File: config.mk
export PLATFORM = sky130hd
export DESIGN_NAME = fp_regfile_wb
export DESIGN_NICKNAME = d
export VERILOG_FILES = /design/src/rtl/fp_regfile_wb_pkg.sv /design/src/rtl/fp_wb_stage.sv /design/src/rtl/fp_regfile_wb.sv
export SDC_FILE = /design/constraint.sdc
export NUM_CORES = 2
export LEC_CHECK = 0
export BUFFER_PORTS_ARGS = -buffer_cell sky130_fd_sc_hd__buf_2
export CAP_MARGIN = 20
export CORE_UTILIZATION = 55
export CTS_CLUSTER_SIZE = 12
export DETAILED_ROUTE_END_ITERATION = 7
export PLACE_DENSITY_LB_ADDON = 0.25
export SYNTH_ARGS = -nofsm -noshare
export SYNTH_HDL_FRONTEND = slang
export SYNTH_SLANG_ARGS = --single-unit
File: constraint.sdc
create_clock -name clk -period 5.33 [get_ports clk]
set_input_delay 0 -clock clk [delete_from_list [all_inputs] [get_ports clk]]
set_output_delay 0 -clock clk [all_outputs]
set_load 0.005 [all_outputs]
File: src/rtl/fp_regfile_wb_pkg.sv
// FPU opcode constants and the opcode-class helpers shared with the FPU decoder.
package fp_regfile_wb_pkg;

  localparam logic [3:0] FOP_ADD = 4'd2;
  localparam logic [3:0] FOP_SUB = 4'd3;
  localparam logic [3:0] FOP_CEQ = 4'd4;
  localparam logic [3:0] FOP_CNE = 4'd5;
  localparam logic [3:0] FOP_CLT = 4'd6;
  localparam logic [3:0] FOP_CLE = 4'd7;
  localparam logic [3:0] FOP_CGT = 4'd8;
  localparam logic [3:0] FOP_MOV = 4'd9;

  // Arithmetic and move results land in the register file.
  function automatic logic fop_writes_reg(input logic [3:0] op);
    return (op == FOP_ADD) || (op == FOP_SUB) || (op == FOP_MOV);
  endfunction

  // Compare results only update the condition flag.
  function automatic logic fop_is_cmp(input logic [3:0] op);
    return (op >= FOP_CEQ) && (op <= FOP_CGT);
  endfunction

endpackage

File: src/rtl/fp_wb_stage.sv
// One-entry write-back register holding an FPU result for one cycle before
// it retires into the array, plus the address compares used for forwarding.
module fp_wb_stage #(
  parameter int AW     = 5,
  parameter int WIDTH  = 32,
  parameter int BYPASS = 1
) (
  input  logic             clk,
  input  logic             rst_n,
  input  logic             capture,
  input  logic [AW-1:0]    cap_dst,
  input  logic [WIDTH-1:0] cap_data,
  input  logic [AW-1:0]    rs_addr,
  input  logic [AW-1:0]    rt_addr,
  output logic             wb_valid,
  output logic [AW-1:0]    wb_dst,
  output logic [WIDTH-1:0] wb_data,
  output logic             rs_hit,
  output logic             rt_hit
);

  logic             wb_valid_reg;
  logic [AW-1:0]    wb_dst_reg;
  logic [WIDTH-1:0] wb_data_reg;

  // Load a new entry every cycle; the entry is valid only when a writing op was captured.
  // A capture in the same cycle as a retire simply replaces the retiring entry.
  always_ff @(posedge clk) begin
    if (!rst_n) begin
      wb_valid_reg <= 1'b0;
      wb_dst_reg   <= '0;
      wb_data_reg  <= '0;
    end else begin
      wb_valid_reg <= capture;
      if (capture) begin
        wb_dst_reg  <= cap_dst;
        wb_data_reg <= cap_data;
      end
    end
  end

  assign wb_valid = wb_valid_reg;
  assign wb_dst   = wb_dst_reg;
  assign wb_data  = wb_data_reg;

  // Forwarding is compiled out entirely when BYPASS is 0.
  assign rs_hit = (BYPASS != 0) && wb_valid_reg && (wb_dst_reg == rs_addr);
  assign rt_hit = (BYPASS != 0) && wb_valid_reg && (wb_dst_reg == rt_addr);

endmodule

File: src/rtl/fp_regfile_wb.sv
// Single-precision FP register file with a one-stage write-back pipeline,
// FP condition flag, and an mtc1 write port sharing the single array write port.
module fp_regfile_wb
  import fp_regfile_wb_pkg::*;
#(
  parameter  int NREGS  = 32,
  parameter  int WIDTH  = 32,
  parameter  int BYPASS = 1,
  localparam int AW     = $clog2(NREGS)
) (
  input  logic             clk,
  input  logic             rst_n,
  input  logic [AW-1:0]    rs_addr,
  input  logic [AW-1:0]    rt_addr,
  output logic [WIDTH-1:0] rs_data,
  output logic [WIDTH-1:0] rt_data,
  input  logic             fpu_valid,
  input  logic [3:0]       fpu_op,
  input  logic [AW-1:0]    fpu_dst,
  input  logic [WIDTH-1:0] fpu_result,
  input  logic             mtc1_valid,
  output logic             mtc1_ready,
  input  logic [AW-1:0]    mtc1_dst,
  input  logic [WIDTH-1:0] mtc1_data,
  output logic             cc
);

  logic [WIDTH-1:0] rf_reg [NREGS];
  logic             cc_reg;

  logic             wb_valid;
  logic [AW-1:0]    wb_dst;
  logic [WIDTH-1:0] wb_data;
  logic             rs_hit;
  logic             rt_hit;

  logic             capture;
  logic             mtc1_accept;
  logic             wr_en;
  logic [AW-1:0]    wr_addr;
  logic [WIDTH-1:0] wr_data;
  logic [NREGS-1:0] wr_sel;

  assign capture = fpu_valid && fop_writes_reg(fpu_op);

  fp_wb_stage #(
    .AW     (AW),
    .WIDTH  (WIDTH),
    .BYPASS (BYPASS)
  ) u_wb_stage (
    .clk      (clk),
    .rst_n    (rst_n),
    .capture  (capture),
    .cap_dst  (fpu_dst),
    .cap_data (fpu_result),
    .rs_addr  (rs_addr),
    .rt_addr  (rt_addr),
    .wb_valid (wb_valid),
    .wb_dst   (wb_dst),
    .wb_data  (wb_data),
    .rs_hit   (rs_hit),
    .rt_hit   (rt_hit)
  );

  // A pending WB entry owns the write port, so mtc1 waits whenever one is present.
  assign mtc1_ready  = rst_n & ~wb_valid;
  assign mtc1_accept = mtc1_valid & mtc1_ready;

  assign wr_en   = wb_valid | mtc1_accept;
  assign wr_addr = wb_valid ? wb_dst  : mtc1_dst;
  assign wr_data = wb_valid ? wb_data : mtc1_data;

  // One-hot write select per register; $f0 is an ordinary writable register.
  generate
    for (genvar gi = 0; gi < NREGS; gi++) begin : g_wr_sel
      assign wr_sel[gi] = wr_en && (wr_addr == AW'(gi));
    end
  endgenerate

  // Register array: cleared on reset, otherwise written through the shared port.
  always_ff @(posedge clk) begin
    for (int i = 0; i < NREGS; i++) begin
      if (!rst_n) begin
        rf_reg[i] <= '0;
      end else if (wr_sel[i]) begin
        rf_reg[i] <= wr_data;
      end
    end
  end

  // Condition flag takes bit 0 of a compare result; all other ops leave it alone.
  always_ff @(posedge clk) begin
    if (!rst_n) begin
      cc_reg <= 1'b0;
    end else if (fpu_valid && fop_is_cmp(fpu_op)) begin
      cc_reg <= fpu_result[0];
    end
  end

  assign cc = cc_reg;

  // Combinational reads; a same-cycle mtc1 write is not forwarded.
  assign rs_data = rs_hit ? wb_data : rf_reg[rs_addr];
  assign rt_data = rt_hit ? wb_data : rf_reg[rt_addr];

endmodule

==> metrics.txt <==
Starting DRT DRC Count approximately 6.2k; GP Congestion 1.02; Synth top area share between 50% and 60%; vias 37.7k; Tcrit/Tclk final between 70% and 80%; initial antenna violation count 6; CTS max path bufs 3; Rel. slew slack between 20 and 25%; max reg flops 1024; register bit total from synthesis 1063; sw frac between 20% and 30%; # IOs 158; post-synth top area cell edfxtp_1; top post-synthesis cells by area edfxtp_1 (56%), mux4_2 (21%), nor2_1 (7.0%); GRT overflow 0; worst skew pair latency between 0.7 and 0.8 ns; Switch Pwr 4950 uW; Final Hold Fails 0; Tot Pwr about 20000 uW; HPWL Detailed ~110 mm; nets ~3.9k; syn_nets 3901; Worst EP arrival between 4 and 5 ns; chip width ~320 um; DR top layer met5; fmax roughly 240 MHz; Core Region approximately 98000 um2; drt total wl 185 mm; max_cap viols 0; R2R Setup Slk 1.55 ns; Residual DRC 0; GRT Overall Usage 37.2%; worst hold-check slack about 0.074 ns; Slew Limit Fails 0; vias in the first global route ~36k; CTS clk-pin slew, worst paths around 0.06 ns; WL/cell 35.4 um; Area Overhead vs Synth 11.9%; row count between 100 and 150; startpoint types register; met2 WL just over 80 mm; htree depth 3; clock sink count between 1k and 1.5k; Flop pwr share approximately half; leakage about 0.022 uW; status complete, no violations; CP required 5.33 ns; DR pass1 iterations 6; layout cells sized above 1 about 27%; wl on met1 about 62 mm; Vias per Instance 7.22; VDD IR max 0.315 mV; die height about 320 um; critical path peak fanout 33; worst slew pin tran 1.15 ns; CTS tree done; port buffer count about 160; Worst Hold Class input port to register; crit path capture type output port; Post-Syn Area roughly 55000 um2; Setup Crit Path Kind register to output port; Ys Warns 0; clk root buf clkbuf_16; pwr dens 320 nW/um2; Met3 Wirelength 26.0 mm; Tmin final 4.15 ns; Pint ~15000 uW; register area share after synthesis 57.7%; total CTS buffers 113; Netlist cell types 46; Routed Antenna Nets 0; global-route wire length before repair 261 mm; Fin Clk Skew 0.0208 ns; Post-Syn Area per Cell 14.3 um2; cells after synthesis 3809; Setup-failing EPs final 0; TNS Setup 0 ns; largest net degree at the start of global routing a little under 80; die area between 100000 and 150000 um2; initial core utilization between 50 and 60%; Clock power frac 39.5%; Combinational Power Share 11.8%; RSZ-0062 raised after global routing false
[per-stage QoR]
step           setup WS, ns  cells  area, um2  util [%]
5_1_grt                1.18   5223      61100      62.1
2_1_floorplan          1.40   3809      54600         -
3_3_place_gp           1.59   4945      56700      57.6
6_report               1.18   5225      61100      62.1
3_5_place_dp           1.57   4952      56800      57.7
4_1_cts                1.40   5221      61100      62.1
[timing repair]
item,in CTS,in global routing
endpoints found under the hold margin,879,0
setup buffers,0,0
gates resized for setup,0,0
hold buffers,75,0
[cell usage after synthesis (all sizes together)]
master	instances
nor3b	2
nor4b	1
nand3b	10
dfxtp	39
a21o	2
mux4	511
a32oi	1
buf	183
o21a	1
or3b	4
a211oi	63
o22ai	127
a21boi	1
nand3	99
nor2	1026
o31ai	66
nor3	3
mux2	4
a211o	63
xor2	8
or3	2
o21ai	37
clkbuf	249
and4	1
edfxtp	1024
nand2b	6
a21oi	1
xnor2	2
mux2i	133
nand2	19
a221oi	1
and2	7
a31oi	1
nor2b	107
nor4	2
inv	3
[power by group through the flow]
stage	logic, uW	clock network (uW)	registers, uW
after floorplan	1320	0	9670
after global placement	2160	0	9680
after detailed placement	2180	0	9700
after CTS	2230	7750	9530
after global routing	2340	8040	9560
final	2310	7750	9540
[cell type report]
type | instances | area [um2]
fillers | 7307 | 37300
well taps | 1287 | 1610
diodes | 2 | 5.00
inverters | 3 | 11.3
repair buffers | 365 | 2770
clock inverters | 59 | 606
clock buffers | 135 | 2930
flip-flops and latches | 1063 | 31500
multi-input cells | 2311 | 21700
[routing by layer]
| layer | global-route usage [%] | up-vias |
|---|---|---|
| met5 | 0 | - |
| met4 | 24.4 | 8 |
| met3 | 10.2 | 601 |
| met2 | 55.3 | 3230 |
| met1 | 48.6 | 19100 |
| li1 | - | 14800 |
[worst paths after layout]
| check | startpoint | endpoint | cells after the start |
|---|---|---|---|
| hold / removal | fpu_result[27] | u_wb_stage.wb_data[27] | 4 |
| setup / recovery | u_wb_stage.wb_dst[2] | rt_data[14] | 6 |
| hold reg to reg | cc | cc | 2 |
| setup reg to reg | u_wb_stage.wb_valid | rf_reg[16][6] | 5 |
[cells by family (layout without fill, tap and decap cells)]
kind of cell / after synthesis / count (layout) / share of synthesized area (%)
and+or+nand+nor: 1289 / 1289 / 9.82
buffers and inverters: 435 / 562 / 4.04
DFF: 1063 / 1063 / 57.7
muxes: 648 / 648 / 23.6
xor gates and xnor gates: 10 / 10 / 0.160
AOI/OAI and AO/OA: 364 / 364 / 4.71
other: 0 / 2 / 0
[cell usage in the layout, fill, tap and decap left out, types with 64 or more instances in the layout]
| cell type | Yosys | final |
|---|---|---|
| buf_2 | 103 | 151 |
| nand3_1 | 98 | 67 |
| o31ai_1 | 64 | 64 |
| clkbuf_16 | 0 | 114 |
| mux4_2 | 511 | 511 |
| buf_4 | 18 | 118 |
| nor2_1 | 1026 | 1026 |
| edfxtp_1 | 1024 | 1024 |
| mux2i_1 | 133 | 101 |
| dlygate4sd3_1 | 0 | 75 |
| nor2b_1 | 107 | 105 |
| o22ai_1 | 127 | 127 |
[critical path, cell delays in order, from the launching register on]
cell     delay, ns
dfxtp_1       0.70
xor2_1        0.20
nor4_4        0.34
buf_4         0.53
and2_2        0.94
o31ai_1       0.44
buf_2         0.24
Note: power is estimated with default switching activity, not from simulation.
